File: config.mk
export PLATFORM = sky130hd
export DESIGN_NAME = btn_event_arbiter_flat
export DESIGN_NICKNAME = d
export VERILOG_FILES = /design/src/rtl/btn_evt_pkg.sv /design/src/rtl/btn_evt_if.sv /design/src/rtl/btn_evt_fifo.sv /design/src/rtl/btn_event_arbiter.sv /design/src/flat_wrapper.sv
export SDC_FILE = /design/constraint.sdc
export NUM_CORES = 1
export LEC_CHECK = 0
export ABC_AREA = 0
export CORE_UTILIZATION = 40
export CTS_CLUSTER_DIAMETER = 200
export DETAILED_ROUTE_END_ITERATION = 6
export HOLD_SLACK_MARGIN = 0.12
export SYNTH_ARGS = -nofsm -noshare
export SYNTH_HDL_FRONTEND = slang
export SYNTH_SLANG_ARGS = --single-unit
File: constraint.sdc
create_clock -name clk -period 4.9 [get_ports clk]
set_input_delay 1.225 -clock clk [delete_from_list [all_inputs] [get_ports clk]]
set_output_delay 1.225 -clock clk [all_outputs]
set_load 0.005 [all_outputs]
File: src/rtl/btn_evt_pkg.sv
// Shared definitions for the button event arbiter: event kinds, request
// index mapping and derived widths.
package btn_evt_pkg;

  typedef enum logic {
    EVT_PRESS   = 1'b0,
    EVT_RELEASE = 1'b1
  } evt_kind_e;

  // Button index width; never zero so single-bit buses stay legal.
  function automatic int idx_w(input int num_btns);
    return (num_btns < 2) ? 1 : $clog2(num_btns);
  endfunction

  function automatic int lvl_w(input int depth);
    return $clog2(depth) + 1;
  endfunction

  // Request slot for a button edge: presses on even slots, releases on odd.
  function automatic int req_idx(input int btn, input evt_kind_e kind);
    return 2 * btn + int'(kind);
  endfunction

endpackage

File: src/rtl/btn_evt_if.sv
// Bundle of button pulse inputs and the event stream handshake.
// Handshake: a pop happens on a posedge where evt_valid && evt_ready; while
// evt_valid=1 and evt_ready=0 the head (evt_btn, evt_is_up) holds steady;
// evt_ready is ignored while evt_valid=0.
interface btn_evt_if
  import btn_evt_pkg::*;
#(
  parameter int NUM_BTNS   = 4,
  parameter int FIFO_DEPTH = 8
);
  localparam int IDX_W = idx_w(NUM_BTNS);
  localparam int LVL_W = lvl_w(FIFO_DEPTH);

  logic [NUM_BTNS-1:0] btn_down;
  logic [NUM_BTNS-1:0] btn_up;
  logic                evt_valid;
  logic                evt_ready;
  logic [IDX_W-1:0]    evt_btn;
  logic                evt_is_up;
  logic [LVL_W-1:0]    fifo_level;
  logic                overflow;
  logic                clr_overflow;

  modport master (
    output btn_down, btn_up, evt_ready, clr_overflow,
    input  evt_valid, evt_btn, evt_is_up, fifo_level, overflow
  );

  modport slave (
    input  btn_down, btn_up, evt_ready, clr_overflow,
    output evt_valid, evt_btn, evt_is_up, fifo_level, overflow
  );

endinterface

File: src/rtl/btn_evt_fifo.sv
// Synchronous FIFO with one-extra-bit pointers; full/empty derived from the
// registered pointers, no write-to-read bypass.
module btn_evt_fifo #(
  parameter int DEPTH = 8,
  parameter int W     = 3
) (
  input  logic                   clk,
  input  logic                   rst_n,
  input  logic                   push,
  input  logic [W-1:0]           push_data,
  input  logic                   pop,
  output logic [W-1:0]           pop_data,
  output logic                   full,
  output logic                   empty,
  output logic [$clog2(DEPTH):0] level
);
  localparam int AW = $clog2(DEPTH);

  logic [W-1:0] mem [DEPTH];
  logic [AW:0]  wr_ptr;
  logic [AW:0]  rd_ptr;
  logic         do_push;
  logic         do_pop;

  assign full     = (wr_ptr[AW] != rd_ptr[AW]) && (wr_ptr[AW-1:0] == rd_ptr[AW-1:0]);
  assign empty    = (wr_ptr == rd_ptr);
  assign level    = wr_ptr - rd_ptr;
  assign do_push  = push && !full;
  assign do_pop   = pop && !empty;
  assign pop_data = mem[rd_ptr[AW-1:0]];

  always_ff @(posedge clk or negedge rst_n) begin
    if (!rst_n) begin
      wr_ptr <= '0;
      rd_ptr <= '0;
    end else begin
      if (do_push) wr_ptr <= wr_ptr + 1'b1;
      if (do_pop)  rd_ptr <= rd_ptr + 1'b1;
    end
  end

  // Storage needs no reset: it is only observed through non-empty pointers.
  always_ff @(posedge clk) begin
    if (do_push) mem[wr_ptr[AW-1:0]] <= push_data;
  end

endmodule

File: src/rtl/btn_event_arbiter.sv
// Serialises per-button press/release pulses into one event stream through
// a pending register, a round-robin arbiter and a small FIFO.
module btn_event_arbiter
  import btn_evt_pkg::*;
#(
  parameter int NUM_BTNS   = 4,
  parameter int FIFO_DEPTH = 8
) (
  input logic     clk,
  input logic     rst_n,
  btn_evt_if.slave bus
);
  localparam int IDX_W = idx_w(NUM_BTNS);
  localparam int REQ_N = 2 * NUM_BTNS;
  localparam int RW    = IDX_W + 1;
  localparam int EVT_W = IDX_W + 1;
  localparam int LVL_W = lvl_w(FIFO_DEPTH);

  logic [REQ_N-1:0] req;
  logic [REQ_N-1:0] pend;
  logic [REQ_N-1:0] gnt_oh;
  logic [REQ_N-1:0] drop;
  logic             gnt_vld;
  logic [RW-1:0]    gnt_idx;
  logic [RW-1:0]    rr_ptr;
  logic [RW:0]      scan_idx;
  logic             ovf_q;
  logic             fifo_full;
  logic             fifo_empty;
  logic [EVT_W-1:0] push_data;
  logic [EVT_W-1:0] head;
  logic [LVL_W-1:0] level;

  always_comb begin
    req = '0;
    for (int i = 0; i < NUM_BTNS; i++) begin
      req[req_idx(i, EVT_PRESS)]   = bus.btn_down[i];
      req[req_idx(i, EVT_RELEASE)] = bus.btn_up[i];
    end
  end

  // Scan pending slots starting at rr_ptr; first hit wins when FIFO has room.
  always_comb begin
    gnt_vld  = 1'b0;
    gnt_idx  = '0;
    scan_idx = '0;
    for (int k = 0; k < REQ_N; k++) begin
      scan_idx = {1'b0, rr_ptr} + (RW+1)'(k);
      if (scan_idx >= (RW+1)'(REQ_N)) scan_idx = scan_idx - (RW+1)'(REQ_N);
      if (!gnt_vld && !fifo_full && pend[scan_idx[RW-1:0]]) begin
        gnt_vld = 1'b1;
        gnt_idx = scan_idx[RW-1:0];
      end
    end
  end

  assign gnt_oh    = gnt_vld ? (REQ_N'(1) << gnt_idx) : '0;
  assign drop      = req & pend & ~gnt_oh;
  assign push_data = {gnt_idx[0], gnt_idx[RW-1:1]};

  // A new pulse on a slot being granted this cycle re-arms it (set wins).
  always_ff @(posedge clk or negedge rst_n) begin
    if (!rst_n) begin
      pend   <= '0;
      rr_ptr <= '0;
      ovf_q  <= 1'b0;
    end else begin
      pend <= (pend & ~gnt_oh) | req;
      if (gnt_vld) rr_ptr <= (gnt_idx == RW'(REQ_N - 1)) ? '0 : gnt_idx + RW'(1);
      if (|drop)                 ovf_q <= 1'b1;
      else if (bus.clr_overflow) ovf_q <= 1'b0;
    end
  end

  btn_evt_fifo #(
    .DEPTH (FIFO_DEPTH),
    .W     (EVT_W)
  ) u_fifo (
    .clk       (clk),
    .rst_n     (rst_n),
    .push      (gnt_vld),
    .push_data (push_data),
    .pop       (bus.evt_ready),
    .pop_data  (head),
    .full      (fifo_full),
    .empty     (fifo_empty),
    .level     (level)
  );

  // Head is masked while empty so idle outputs read as zero.
  assign bus.evt_valid  = !fifo_empty;
  assign bus.evt_btn    = fifo_empty ? '0 : head[IDX_W-1:0];
  assign bus.evt_is_up  = !fifo_empty && head[IDX_W];
  assign bus.fifo_level = level;
  assign bus.overflow   = ovf_q;

endmodule
File: src/flat_wrapper.sv
// flat-port wrapper written by rule: the top's interface ports become plain ports
module btn_event_arbiter_flat import btn_evt_pkg::*;
#(
  parameter int NUM_BTNS   = 4,
  parameter int FIFO_DEPTH = 8
)
  (clk, rst_n, bus_btn_down, bus_btn_up, bus_evt_ready, bus_clr_overflow, bus_evt_valid, bus_evt_btn, bus_evt_is_up, bus_fifo_level, bus_overflow);
  btn_evt_if #(.NUM_BTNS(NUM_BTNS), .FIFO_DEPTH(FIFO_DEPTH)) bus_i ();
  input logic clk;
  input logic rst_n;
  input wire logic [$bits(bus_i.btn_down)-1:0] bus_btn_down;
  input wire logic [$bits(bus_i.btn_up)-1:0] bus_btn_up;
  input wire logic [$bits(bus_i.evt_ready)-1:0] bus_evt_ready;
  input wire logic [$bits(bus_i.clr_overflow)-1:0] bus_clr_overflow;
  output wire logic [$bits(bus_i.evt_valid)-1:0] bus_evt_valid;
  output wire logic [$bits(bus_i.evt_btn)-1:0] bus_evt_btn;
  output wire logic [$bits(bus_i.evt_is_up)-1:0] bus_evt_is_up;
  output wire logic [$bits(bus_i.fifo_level)-1:0] bus_fifo_level;
  output wire logic [$bits(bus_i.overflow)-1:0] bus_overflow;
  assign bus_i.btn_down = bus_btn_down;
  assign bus_i.btn_up = bus_btn_up;
  assign bus_i.evt_ready = bus_evt_ready;
  assign bus_i.clr_overflow = bus_clr_overflow;
  assign bus_evt_valid = bus_i.evt_valid;
  assign bus_evt_btn = bus_i.evt_btn;
  assign bus_evt_is_up = bus_i.evt_is_up;
  assign bus_fifo_level = bus_i.fifo_level;
  assign bus_overflow = bus_i.overflow;
  btn_event_arbiter #(.NUM_BTNS(NUM_BTNS), .FIFO_DEPTH(FIFO_DEPTH)) u_core (.clk(clk), .rst_n(rst_n), .bus(bus_i));
endmodule
* Word level (Yosys, flattened, before mapping)
Memories as Yosys holds them, arrays and structs flattened.
Cells that the tools add are included.
** Storage, ports and cells
- Bits in writable memories :: 24
- Output and inout bits :: 9
- Memories :: 1
- Register bits :: 20
** Operators by class
- Reduce and logical (&&, ||, !) cells :: 30
- Muxes and demuxes :: 47
- Eq/ne operators :: 4
- Shift-type cells :: 1
- Add/subtract/negate cells :: 19
- $lt $le $gt $ge :: 16
- Bitwise operators :: 5
** Memories
- u_core.u_fifo.mem :: depth 8, width 3, read ports 1, clocked after Yosys merged registers in 0, wr ports 1, RTL line btn_evt_fifo.sv:19 : logic [W-1:0] mem [DEPTH];
** Operators by type and width (count)
- 3-bit two-way mux :: 17
- 3-bit by 4-bit < comparator with 1-bit output, second input constant :: 8
- 4-bit >= comparator, second input constant :: 7
- 8-bit bitwise AND :: 3
- 1-bit binary-select mux with 3-bit select :: 8
- 3-bit by 1-bit subtractor with 3-bit output, second input constant :: 8
- 1-bit two-way mux :: 20
- 1-bit logical AND :: 19
- 3-bit by 3-bit adder with 4-bit output, second input constant :: 4
- 1-bit logical NOT :: 9
- 3-bit by 2-bit adder with 4-bit output, second input constant :: 2
- 4-bit by 1-bit adder with 4-bit output, second input constant :: 2
- 8-bit two-way mux :: 1
- 8-bit NOT :: 1
- 8-bit bitwise OR :: 1
- 8-bit OR reduction :: 1
- 1-bit by 3-bit left shift with 8-bit output, first input constant :: 1
- 3-bit by 1-bit adder with 4-bit output, second input constant :: 1
- 4-bit == test :: 1
- 3-bit by 4-bit >= comparator with 1-bit output, second input constant :: 1
- 4-bit subtractor :: 1
- 3-bit by 1-bit adder with 3-bit output, second input constant :: 1
- 3-bit == test :: 1
- 3-bit == test, second input constant :: 1
- 3 further kinds :: 3

* Longest topological paths before layout
- Depth in word-level cells :: 40
- Mapped depth :: 20
- Gate-level depth less buffers :: 17

* By module
A second synthesis with hierarchy kept.
** Unflattened totals
- Cells, all modules :: 286
- Area, all modules :: 3209.3 um^2
** By module, submodules not included
- btn_event_arbiter :: cells an instance 187, instances 1, area each 1740.4 um^2
- btn_evt_fifo :: cells an instance 99, instances 1, area each 1468.9 um^2

* Worst setup path before layout
OpenSTA, ideal clock, no wires.
- Path kind :: reg2reg
- From :: reg u_core.rr_ptr[1]
- To :: reg u_core.ovf_q, in the netlist u_core.bus.overflow
- Clock period less this slack :: 4062 ps
- Setup slack :: 838 ps
- Arrival :: 3936 ps
- Cell stages (with the launch flop) :: 21
- Setup time :: 126 ps
- Cells stage by stage :: dfrtp_1 buf_6 clkbuf_8 inv_1 ha_1 buf_2 mux4_2 nor2_1 nor2_1 a21oi_1 nand4bb_1 o2111ai_1 o22a_1 a21oi_1 inv_1 ha_1 ha_1 o22ai_1 a2111oi_0 nand4_1 a221o_1
** Between the ends
- Longest elaborated chain between the ends :: 40
- Elaborated cells on any way between the ends :: 92
- Classes of those cells :: 15 x add/sub; 8 x order compare; 1 x shift; 42 x mux; 2 x bitwise; 24 x reduce/logical
** RTL lines
- from (decl) :: RTL line btn_event_arbiter.sv:25 : logic [RW-1:0] rr_ptr;
- from (signal assigned) :: RTL line btn_event_arbiter.sv:69 : if (gnt_vld) rr_ptr <= (gnt_idx == RW'(REQ_N - 1)) ? '0 : gnt_idx + RW'(1);
- branches (longest 33 deep; another with 3-bit by 1-bit adder with 4-bit output)
- 3-bit two-way mux * :: RTL line btn_event_arbiter.sv:50 : if (!gnt_vld && !fifo_full && pend[scan_idx[RW-1:0]]) begin
- named net u_core.gnt_idx[0] :: RTL line btn_event_arbiter.sv:24 : logic [RW-1:0] gnt_idx;
- 1-bit by 3-bit left shift with 8-bit output * :: RTL line btn_event_arbiter.sv:57 : assign gnt_oh = gnt_vld ? (REQ_N'(1) << gnt_idx) : '0;
- 8-bit two-way mux * :: RTL line btn_event_arbiter.sv:57
- 8-bit NOT * :: RTL line btn_event_arbiter.sv:58 : assign drop = req & pend & ~gnt_oh;
- 8-bit bitwise AND * :: RTL line btn_event_arbiter.sv:58
- 8-bit OR reduction * :: RTL line btn_event_arbiter.sv:70 : if (|drop) ovf_q <= 1'b1;
- 1-bit two-way mux or 2-bit nonzero test (tied branches)
- to (signal assigned) :: RTL line btn_event_arbiter.sv:66 : ovf_q <= 1'b0;
- to (signal assigned) :: RTL line btn_event_arbiter.sv:70
- to (signal assigned) :: RTL line btn_event_arbiter.sv:71 : else if (bus.clr_overflow) ovf_q <= 1'b0;
- to (decl) :: RTL line btn_event_arbiter.sv:27 : logic ovf_q;
Mark *: on every way through the listed nets, which the timed path passes. The select of a mux whose other input is x is not followed.
A chain may end at the register's enable or synchronous reset.

* Worst setup path in the final report
- From :: reg u_core.rr_ptr[0]
- To :: reg u_core.ovf_q, in the netlist u_core.bus.overflow
The elaborated chain is that of the path after synthesis.

==> results.toml <==
[flow_run]
cap_violations = 0

[routing]
drt_wl_total_um = 6330
ant_nets = 0
drt_first_iter_violations = 158
vias_per_cell = 5.53
dr_total_vias = 2141
avgRoutedWirePerCell_um = 16.3
drtPass1Iterations = 4
drc = 0

[floorplan]
start_util = 0.413
dieWidth_um = 88.6
ios = 21
coreArea_um2 = 7250
dieArea_um2 = 7840
die_h_um = 88.6
floorplan.rows = 31

[synth]
syn_nets = 295
ys_top_cells_by_area = "edfxtp_1 (24%), dfrtp_1 (17%), mux4_2 (11%)"
synth_flop_cell = "edfxtp_1"
synth-edff-count = 24
synthArstFlopShare = 0.455
avgSynthCellArea_um2 = 11.1
seq_area_frac_synth = 0.407
yosysUniqueCellTypes = 61
ys_warn_count = 0
synth_top_area_frac = 0.240
ys_ff_latch = 44
synthCells = 269
netlist_area_um2 = 3000
yosysTopAreaCell = "edfxtp_1"

[critical_path]
critPathCaptureType = "register"
critPathKind = "register to register"
worst_setup_path_start_kind = "register"
required_ns = 5.08
cp_max_fo = 10
worstPathArrival_ns = 4.62

[sta]
fmax_mhz = 226
hold_viol_final = 0
whs_ns = 0.491
tightest_slew_ns = 0.929
skew_ns = 0.0115
setup_viol = 0
slew_viol_final = 0
rsz0062_at_grt = "no"
timing.final.crit_share = 0.905
max_slew_margin = 0.379
fin_setup_tns_ns = 0
post-route-min-period_ns = 4.43

[clock_network]
post_cts_buffers = 0
cts_tree = "yes"
cts.htree.levels = 2
cts_sinks = 44
insertion_delay_ns = 0.30
cts_hold_buf = 0
clk_pin_slew_worst_paths_ns = 0.09
numCtsBuffers = 5
postCtsResizedCells = 0
clk_path_buf_depth = 2
cts-root-buf = "clkbuf_8"

[place]
portBuffers = 20
post-dp-hpwl_um = 4800
gp_congestion = 0.837

[global_route]
grt_first_pass_wirelength_um = 10100
grt_max_degree = 21
antenna_found_initial = 0
grt_overflow_total = 0
grt_pass1_vias = 2037
grt.total_usage = 0.173

[layout]
multi_input_area_um2 = 1610
drive_gt1_frac = 0.156
nNetsFinal = 313
area_growth_syn_to_layout_pct = 12.2
antenna_cells = 0
fillers = 682
seq_area_um2 = 1220

[hold_path]
hp-class = "register to register"

[power_and_ir_drop]
switching_power_mw = 1.17
power_mw = 2.70
leakage_nw = 1.27
switching_share = 0.435
combPwrFrac = 0.634
clkPwrFrac = 0.105
power.density_nw_per_um2 = 801
internal_power_mw = 1.52
irDropWorstVdd_v = 0.000241
seq_power_share = 0.261

[outcome]
status = "completed"
[synthesized netlist by cell type (6+ instances only)]
| cell type | count |
|---|---|
| a21o_1 | 8 |
| a21oi_1 | 12 |
| dfrtp_1 | 20 |
| edfxtp_1 | 24 |
| ha_1 | 13 |
| inv_1 | 17 |
| mux4_2 | 14 |
| nand2_1 | 31 |
| nor2_1 | 18 |
| nor3_1 | 12 |
| o21ai_0 | 7 |
| o22ai_1 | 6 |
| xnor2_1 | 9 |
[area by class of cell]
class,instances,area share
multi-input cells,195,0.478
well taps,99,0.0368
clock buffers,5,0.0205
clock inverters,3,0.0141
inverters,17,0.0190
flip-flops and latches,44,0.363
repair buffers,24,0.0684
[path summary, 6_finish.rpt]
kind / start / end / slack [ns] / depth (start not counted)
hold reg to reg: u_core.u_fifo.wr_ptr[3] / u_core.u_fifo.wr_ptr[3] / 0.49 / 1
hold / removal: u_core.u_fifo.wr_ptr[3] / u_core.u_fifo.wr_ptr[3] / 0.49 / 1
setup / recovery: u_core.rr_ptr[0] / u_core.bus.overflow / 0.47 / 17
setup reg to reg: u_core.rr_ptr[0] / u_core.bus.overflow / 0.47 / 17
max in group asynchronous: rst_n / u_core.pend[4] / 2.88 / 1
min in group asynchronous: rst_n / u_core.u_fifo.rd_ptr[0] / 1.43 / 1
[layer usage]
metal	GRT usage	share of wire	wire, µm	vias to the layer above
met1	0.247	0.47	2990	1034
met3	0.0299	0.047	296	14
li1	-	-	-	1033
met2	0.270	0.46	2910	60
met5	0	0	0	-
met4	0.0557	0.019	121	0
[critical path, stage by stage (launching register included)]
cell	delay [ns]
dfrtp_1	0.35
inv_1	0.11
ha_1	0.55
mux4_2	0.59
nor2_1	0.12
nor2_1	0.07
a21oi_1	0.32
nand4bb_1	0.23
o2111ai_1	0.17
o22a_1	0.17
a21oi_1	0.08
inv_1	0.27
ha_1	0.23
ha_1	0.18
o22ai_1	0.07
a2111oi_0	0.39
nand4_1	0.13
a221o_1	0.27
[power by group through the flow]
stage                     clock network [mW]  logic [mW]  registers (mW)
after global routing                   0.302        1.90           0.722
final                                  0.283        1.71           0.703
after floorplan                            0        1.32           0.657
after detailed placement                   0        1.70           0.711
after global placement                     0        1.72           0.707
after CTS                              0.289        1.71           0.703
[logic make-up (layout without fill, tap and decap cells)]
group,after synthesis,after routing,synth area share
AND/OR/NAND/NOR,98,98,0.172
AO/OA/AOI/OAI,48,48,0.121
flip-flops,44,44,0.407
buffers and inverters,30,49,0.0559
multiplexers,23,23,0.147
adder cells (fa/ha/maj),14,14,0.0609
XOR/XNOR,12,12,0.0351
[sequential cells by signal (all words and copies together), names as in the netlist]
register	flops
u_core.u_fifo.mem	24
u_core.pend	8
u_core.u_fifo.rd_ptr	4
u_core.u_fifo.wr_ptr	4
u_core.rr_ptr	3
u_core.bus.overflow	1
[layout by cell type (no fill, tap or decap), types with 3 or more instances in the layout]
cell type        synthesis  routed
edfxtp_1                24      24
o21ai_0                  7       7
nand2_1                 31      31
nand4_1                  3       3
a21o_1                   8       8
xor2_1                   3       3
clkdlybuf4s50_1          0      20
clkbuf_8                 4       5
a21oi_1                 12      12
nor2_1                  18      18
nand2b_1                 3       3
mux4_2                  14      14
nand3_1                  5       5
dfrtp_1                 20      20
nor3_1                  12      12
ha_1                    13      13
buf_4                    1       4
xnor2_1                  9       9
inv_1                   17      17
mux2i_1                  4       4
mux2_2                   3       3
o22ai_1                  6       6
[through the flow]
stage                     cell area (µm²)  setup slack (ns)   util  cells
after floorplan                      3000             0.838      -    269
after global placement               3250             0.457  0.448    379
after detailed placement             3250             0.495  0.448    379
after CTS                            3360             0.485  0.464    387
after global routing                 3360            0.0341  0.464    387
final                                3360             0.466  0.464    387
Power figures use the tool's default switching activity.
